## src/rtl/spi_peripheral.sv

```systemverilog
// -----------------------------------------------------------------------------
// spi_peripheral
//   SPI peripheral (target) with a one-byte TX holding register and a one-byte
//   RX output register. All SPI pins are asynchronous to clk and pass through
//   2-flop synchronizers; SCLK edges are detected in the clk domain, so clk
//   must run at least 8x the SCLK frequency.
//
// Parameters
//   CPOL  : SCLK idle level.
//   CPHA  : 0 = sample on leading edge, 1 = sample on trailing edge.
//
// Ports
//   clk, rst            : system clock, asynchronous active-high reset
//   spi_sclk/cs_n/mosi  : SPI inputs from the controller (asynchronous)
//   spi_miso, spi_miso_oe : MISO data and its drive enable
//   tx_data/tx_valid/tx_ready : write port of the TX holding register
//                          (valid/ready: a byte is taken on any cycle where
//                          tx_valid && tx_ready; tx_valid with tx_ready=0 is
//                          ignored, there is no queueing)
//   rx_data, rx_valid   : last complete byte, one-cycle pulse after update
//   busy                : synchronized chip select is low
//   tx_underrun         : pulse when a byte load finds the holding reg empty
//   frame_abort         : pulse when CS rises in the middle of a byte
// -----------------------------------------------------------------------------
module spi_peripheral #(
    parameter bit CPOL = 1'b1,
    parameter bit CPHA = 1'b1
) (
    input  logic       clk,
    input  logic       rst,
    input  logic       spi_sclk,
    input  logic       spi_cs_n,
    input  logic       spi_mosi,
    output logic       spi_miso,
    output logic       spi_miso_oe,
    input  logic [7:0] tx_data,
    input  logic       tx_valid,
    output logic       tx_ready,
    output logic [7:0] rx_data,
    output logic       rx_valid,
    output logic       busy,
    output logic       tx_underrun,
    output logic       frame_abort
);

    typedef enum logic {
        IDLE   = 1'b0,
        ACTIVE = 1'b1
    } state_t;

    state_t     state;
    logic       sclk_s1, sclk_s2, sclk_d;
    logic       cs_s1, cs_s2;
    logic       mosi_s1, mosi_s2;
    logic [2:0] bit_cnt;
    logic [7:0] rx_shift;
    logic [7:0] tx_shift;
    logic [7:0] hold;
    logic       hold_full;
    logic       rx_done;

    logic in_frame, lead_edge, trail_edge, sample_edge, shift_edge, load_point;

    // Synchronizers. Reset values match the bus idle state so that releasing
    // reset never looks like an SCLK edge or a CS fall.
    always_ff @(posedge clk or posedge rst) begin
        if (rst) begin
            sclk_s1 <= CPOL;
            sclk_s2 <= CPOL;
            sclk_d  <= CPOL;
            cs_s1   <= 1'b1;
            cs_s2   <= 1'b1;
            mosi_s1 <= 1'b0;
            mosi_s2 <= 1'b0;
        end else begin
            sclk_s1 <= spi_sclk;
            sclk_s2 <= sclk_s1;
            sclk_d  <= sclk_s2;
            cs_s1   <= spi_cs_n;
            cs_s2   <= cs_s1;
            mosi_s1 <= spi_mosi;
            mosi_s2 <= mosi_s1;
        end
    end

    always_comb begin
        in_frame    = (state == ACTIVE) && !cs_s2;
        lead_edge   = in_frame && (sclk_d == CPOL) && (sclk_s2 != CPOL);
        trail_edge  = in_frame && (sclk_d != CPOL) && (sclk_s2 == CPOL);
        sample_edge = CPHA ? trail_edge : lead_edge;
        shift_edge  = CPHA ? lead_edge : trail_edge;
        // A shift edge with the counter at 0 is always a byte boundary: for
        // CPHA=1 it is the first edge of a byte, for CPHA=0 it follows the
        // 8th sample. CPHA=0 additionally needs the first bit on CS fall.
        load_point  = (shift_edge && (bit_cnt == 3'd0)) ||
                      (!CPHA && (state == IDLE) && !cs_s2);
    end

    always_ff @(posedge clk or posedge rst) begin
        if (rst) begin
            state       <= IDLE;
            bit_cnt     <= 3'd0;
            rx_shift    <= 8'h00;
            tx_shift    <= 8'h00;
            hold        <= 8'h00;
            hold_full   <= 1'b0;
            rx_data     <= 8'h00;
            rx_done     <= 1'b0;
            rx_valid    <= 1'b0;
            tx_underrun <= 1'b0;
            frame_abort <= 1'b0;
        end else begin
            rx_valid    <= rx_done;
            rx_done     <= 1'b0;
            tx_underrun <= 1'b0;
            frame_abort <= 1'b0;

            case (state)
                IDLE: begin
                    if (!cs_s2) state <= ACTIVE;
                end
                ACTIVE: begin
                    if (cs_s2) begin
                        state    <= IDLE;
                        bit_cnt  <= 3'd0;
                        rx_shift <= 8'h00;
                        if (bit_cnt != 3'd0) frame_abort <= 1'b1;
                    end else begin
                        if (sample_edge) begin
                            rx_shift <= {rx_shift[6:0], mosi_s2};
                            bit_cnt  <= bit_cnt + 3'd1;
                            if (bit_cnt == 3'd7) begin
                                rx_data <= {rx_shift[6:0], mosi_s2};
                                rx_done <= 1'b1;
                            end
                        end
                        if (shift_edge && !load_point) begin
                            tx_shift <= {tx_shift[6:0], 1'b0};
                        end
                    end
                end
                default: state <= IDLE;
            endcase

            if (load_point) begin
                if (hold_full) begin
                    tx_shift  <= hold;
                    hold_full <= 1'b0;
                end else begin
                    tx_shift    <= 8'h00;
                    tx_underrun <= 1'b1;
                end
            end

            // Placed after the load so a write landing on an underrunning
            // load point still fills the holding register for the next byte.
            if (tx_valid && !hold_full) begin
                hold      <= tx_data;
                hold_full <= 1'b1;
            end
        end
    end

    assign busy        = (state == ACTIVE);
    assign spi_miso_oe = busy;
    assign spi_miso    = busy & tx_shift[7];
    assign tx_ready    = ~hold_full;

endmodule

```

## config.mk

```make
export PLATFORM = sky130hd
export DESIGN_NAME = spi_peripheral
export DESIGN_NICKNAME = d
export VERILOG_FILES = /design/src/rtl/spi_peripheral.sv
export SDC_FILE = /design/constraint.sdc
export NUM_CORES = 1
export LEC_CHECK = 0
export CAP_MARGIN = 5
export CORE_MARGIN = 1
export CORE_UTILIZATION = 52
export DETAILED_ROUTE_END_ITERATION = 16
export PLACE_DENSITY = 0.86
export SLEW_MARGIN = 20
export SYNTH_ARGS = -nofsm -noshare
export SYNTH_HDL_FRONTEND = slang
export SYNTH_SLANG_ARGS = --single-unit
```

## constraint.sdc

```tcl
create_clock -name clk -period 2.13 [get_ports clk]
set_input_delay 0.639 -clock clk [delete_from_list [all_inputs] [get_ports clk]]
set_output_delay 0.639 -clock clk [all_outputs]
set_load 0.01 [all_outputs]
```

# ---- Yosys cells after proc, flatten, opt, wreduce, memory -nomap -nowiden
# Cells that the tools add are included.
dict set report totals {
  ff_bits 47
  input_bits 14
  output_inout_bits 15
  elab_cells 67
}
dict set report classes {
  add_sub_neg 1
  n_eq_ne 2
  mux 21
  n_bitwise 5
  n_reduce_logical 20
}
# cell count
set ops {}
lappend ops {{8-bit two-way mux} 5}
lappend ops {{7-bit two-way mux} 2}
lappend ops {{1-bit two-way mux} 12}
lappend ops {{1-bit logical AND} 8}
lappend ops {{2-bit nonzero test} 4}
lappend ops {{3-bit two-way mux} 2}
lappend ops {{1-bit NOT} 4}
lappend ops {{4-bit AND reduction} 1}
lappend ops {{3-bit by 1-bit adder with 3-bit output, second input constant} 1}
lappend ops {{3-bit == test, second input constant} 1}
lappend ops {{1-bit logical NOT} 3}
lappend ops {{3-bit logical NOT} 1}
lappend ops {{3-bit AND reduction} 1}
lappend ops {{3-bit nonzero test} 1}
lappend ops {{2-bit by 1-bit != test with 1-bit output, second input constant} 1}
lappend ops {{2-bit AND reduction} 1}
lappend ops {{1-bit AND} 1}

# ---- Logic depth before layout (Yosys ltp)
dict set report logic_depth {
  word_depth 11
  depth_mapped 6
  ltp_nobuf 5
}

# ---- Least setup slack after synthesis
# OpenSTA, ideal clock, no wires.
dict set report synth_timing {
  path_type {input-to-reg}
  startpoint {input port tx_valid}
  endpoint {register hold[0]}
  setup_time_ns 0.125
  t_arrival_ns 1.260
  t_required_ns 2.005
  path_slack_ns 0.745
  stages 3
  n_path_buf 1
  cell_sequence {nor2b_1 > buf_2 > mux2_2}
}
dict set report synth_via {
  elab_chain_len 1
}
# item line
set synth_rtl {}
lappend synth_rtl {{start, declared} 37} ;# input logic tx_valid,
lappend synth_rtl {{1-bit logical AND} 157} ;# if (tx_valid && !hold_full) begin
lappend synth_rtl {{end signal, assigned} 158} ;# hold <= tx_data;
lappend synth_rtl {{end, declared} 58} ;# logic [7:0] hold;
# No other way between the ends.
# A chain may end at the register's enable or synchronous reset.

# ---- Worst setup path in the final report
dict set report layout_timing {
  startpoint {register state (netlist: busy)}
  endpoint {output port spi_miso}
}
dict set report layout_via {
  elab_chain_len 1
}
# item line
set layout_rtl {}
lappend layout_rtl {{start, declared} 51} ;# state_t state;
lappend layout_rtl {{start signal, assigned} 101} ;# state <= IDLE;
lappend layout_rtl {{start signal, assigned} 120} ;# if (!cs_s2) state <= ACTIVE;
lappend layout_rtl {{start signal, assigned} 124} ;# state <= IDLE;
lappend layout_rtl {{1-bit AND} 166} ;# assign spi_miso = busy & tx_shift[7];
lappend layout_rtl {{end, declared} 34} ;# output logic spi_miso,
# No other way between the ends.

==> results.md <==
* Num ports at 29
* Vias in the first global route at ~1,100
* Final wirelength at 2980 um
* Clock-pin slew on the worst setup and hold paths at 0.12 ns
* Die area at between 0.003 and 0.004 sq mm
* Initial core utilization at 0.543
* TritonCTS Buffers at 5
* Antenna violations before repair at 0
* Dpl ws at 0.222 ns
* Unrepaired setup endpoints after global routing: false
* Min Hold Slack at around 0.37 ns
* Die Height at 61.0 um
* Area grow syn2layout at 22.0%
* FF/Latch Area at 0.00118 sq mm
* Flops & latches, synth at 47
* Sequential area share after synthesis at 0.653
* DRC viols at 0
* Port Buffers at 28
* Core ar. at around 0.0033 sq mm
* Number of fill cells in the layout at ~240
* Max clock buf depth at 2
* H-tree levels at 2
* Post-Synthesis Cells at about 130
* Syn_area_per_cell at around 14 sq um
* YS warnings at 0
* Post-Syn Nets at roughly 150
* Layout cells sized above 1 at 0.234
* Clock Sinks at 47
* Total leakage power at about 1 nW
* Total power at roughly 2 mW
* Antenna viol nets, final at 0
* Detailed-placement wirelength estimate at 2100 um
* F_max at between 0.4 and 0.5 GHz
* Multi-input logic area at between 500 and 600 sq um
* First DRT Iteration DRCs at 33
* R2r worst-path depth at 5
* Reg2reg end: tx_shift[4]$_DFFE_PP0P_
* Tmin final at roughly 2.1 ns
* Slew Limit Fails at 0
* Synth unique cells at 25
* Via Count at around 1,100
* Setup ws final at 0.0771 ns
* Setup CP Type: reg2out
* Worst hold path class: reg2reg
* Setup violations, final at 0
* Worst Setup End Kind: output port
* Antenna diodes at 0
* First-pass GRT wire length at 4820 um
* Synthesized area at ~0.0018 sq mm
* Rows at 21
* Crit. Startpoint: busy$_DFF_PP0_
* Maxcap violations at 0
* TNS Setup at 0 ns
* CP Launch Type: register
* Reg-to-reg setup timing slack at 0.57 ns
* RR Startpoint: bit_cnt[0]$_DFFE_PP0P_
* Pwr/cell area at roughly 890 mW/mm^2
* CTS tree: built
* Crit path max fanout at 5
* Cts hold-fix bufs at 0
* Final period utilization at 0.964
* Slew @ Worst Pin at ~0.5 ns
* Total track usage at 0.189
* Fin. Hold Viols at 0
* Largest net degree at the start of global routing at 48
* Gr ovfl total at 0
* Util after Layout at 0.662
* CTS Root Cell: clkbuf_4
* Relative slew slack at 0.659
* Peak supply drop at between 500 and 600 uV
* Die width at slightly above 60 um
* Worst Setup EP: spi_miso
* Clk_lat worst skew at around 0.36 ns
* # nets final at ~180
* Data arrival, critical path at 1.41 ns
* Worst Skew at 0.0128 ns
* RD Place Congestion at about 0.72
* First-pass DRT Iterations at 4
* Via density at 5.18
* Req. time, crit path at roughly 1.5 ns
* Status: finished, final reports clean
* Wire per inst at roughly 14 um
-- repair_timing --
action,in CTS,in global routing
buffers inserted,0,2
setup endpoints to repair,1,1
resized for setup,1,0
pin swaps,0,0
-- stage by stage --
stage               cells  cell area (sq um)
detailed placement    203               2130
finish                213               2210
CTS                   211               2190
global route          213               2210
global placement      203               2130
floorplan             134               1810
-- worst min-delay path by stage --
| stage | startpoint | to | slack [ns] | depth (start not counted) |
|---|---|---|---|---|
| after floorplan | mosi_s1$_DFF_PP0_ | mosi_s2$_DFF_PP0_ | 0.33 | 0 |
| after global placement | rx_done$_DFF_PP0_ | rx_valid$_DFF_PP0_ | 0.33 | 0 |
| after detailed placement | sclk_s1$_DFF_PP1_ | sclk_s2$_DFF_PP1_ | 0.35 | 0 |
| after CTS | sclk_s1$_DFF_PP1_ | sclk_s2$_DFF_PP1_ | 0.37 | 0 |
| after global routing | sclk_s1$_DFF_PP1_ | sclk_s2$_DFF_PP1_ | 0.37 | 0 |
| final | sclk_s1$_DFF_PP1_ | sclk_s2$_DFF_PP1_ | 0.37 | 0 |
-- layer usage --
layer  GRT usage  vias to the layer above  share of wire
met5           0                        -              0
met2       0.264                       22           0.48
met1       0.260                      542           0.46
li1            -                      532              -
met3      0.0483                        7          0.035
met4       0.133                        0          0.025
-- cells by family after synthesis --
logic type | Yosys count | share of synthesized area
muxes | 17 | 0.106
DFF | 47 | 0.653
and+or+nand+nor | 33 | 0.0988
buffers and inverters | 15 | 0.0428
AOI/OAI and AO/OA | 19 | 0.0794
adders and majority gates | 3 | 0.0207
-- area by class of cell --
cell class | instances | area share
Clock inverter | 1 | 0.00227
Clock buffer | 7 | 0.0249
Multi-Input combinational cell | 72 | 0.250
Sequential cell | 47 | 0.536
Timing Repair Buffer | 33 | 0.149
Inverter | 7 | 0.0119
Tap cell | 46 | 0.0260
-- cell usage after synthesis (all sizes together) --
master / instances / area share
inv: 7 / 0.015
a21o: 1 / 0.0041
nand3: 7 / 0.019
clkbuf: 3 / 0.0062
ha: 3 / 0.021
dfrtp: 42 / 0.58
a22o: 9 / 0.044
nand4: 1 / 0.0035
nor2b: 3 / 0.010
mux2: 17 / 0.11
nor2: 8 / 0.017
nand2: 9 / 0.023
and2: 1 / 0.0035
and4bb: 2 / 0.016
buf: 5 / 0.022
and3: 1 / 0.0035
o21ai: 2 / 0.0076
dfstp: 5 / 0.073
a31oi: 7 / 0.024
nand2b: 1 / 0.0035
-- where the power goes --
part | switching [mW] | internal [mW] | total, mW | leakage, nW
logic | 0.181 | 0.215 | 0.396 | 0.402
clock network | 0.266 | 0.160 | 0.426 | 0.0353
registers | 0.0956 | 1.05 | 1.15 | 0.588
-- worst max-delay path, cell delays in order (launching register included) --
cell and delay (ns):
dfrtp_2 0.44, and2_1 0.16, clkdlybuf4s50_1 0.46
-- cell usage in the layout, fill, tap and decap left out, types with 3 or more instances in the layout --
cell / count
a31oi_1: 7
clkbuf_4: 5
buf_4: 4
inv_1: 6
nor2b_1: 3
mux2_2: 17
ha_1: 3
nand3_1: 7
clkdlybuf4s50_1: 28
nor2_1: 8
nand2_1: 8
dfrtp_1: 41
dfstp_2: 5
a22o_1: 9
-- registers in the layout, summed over array words and instances, names as in the netlist --
name / count
rx_done: 1
hold_full: 1
sclk_s1: 1
cs_s1: 1
rx_data: 8
rx_shift: 7
bit_cnt: 3
tx_shift: 8
mosi_s1: 1
rx_valid: 1
sclk_s2: 1
mosi_s2: 1
sclk_d: 1
hold: 8
cs_s2: 1
busy: 1
tx_underrun: 1
frame_abort: 1
Note: power is estimated with default switching activity, not from simulation.
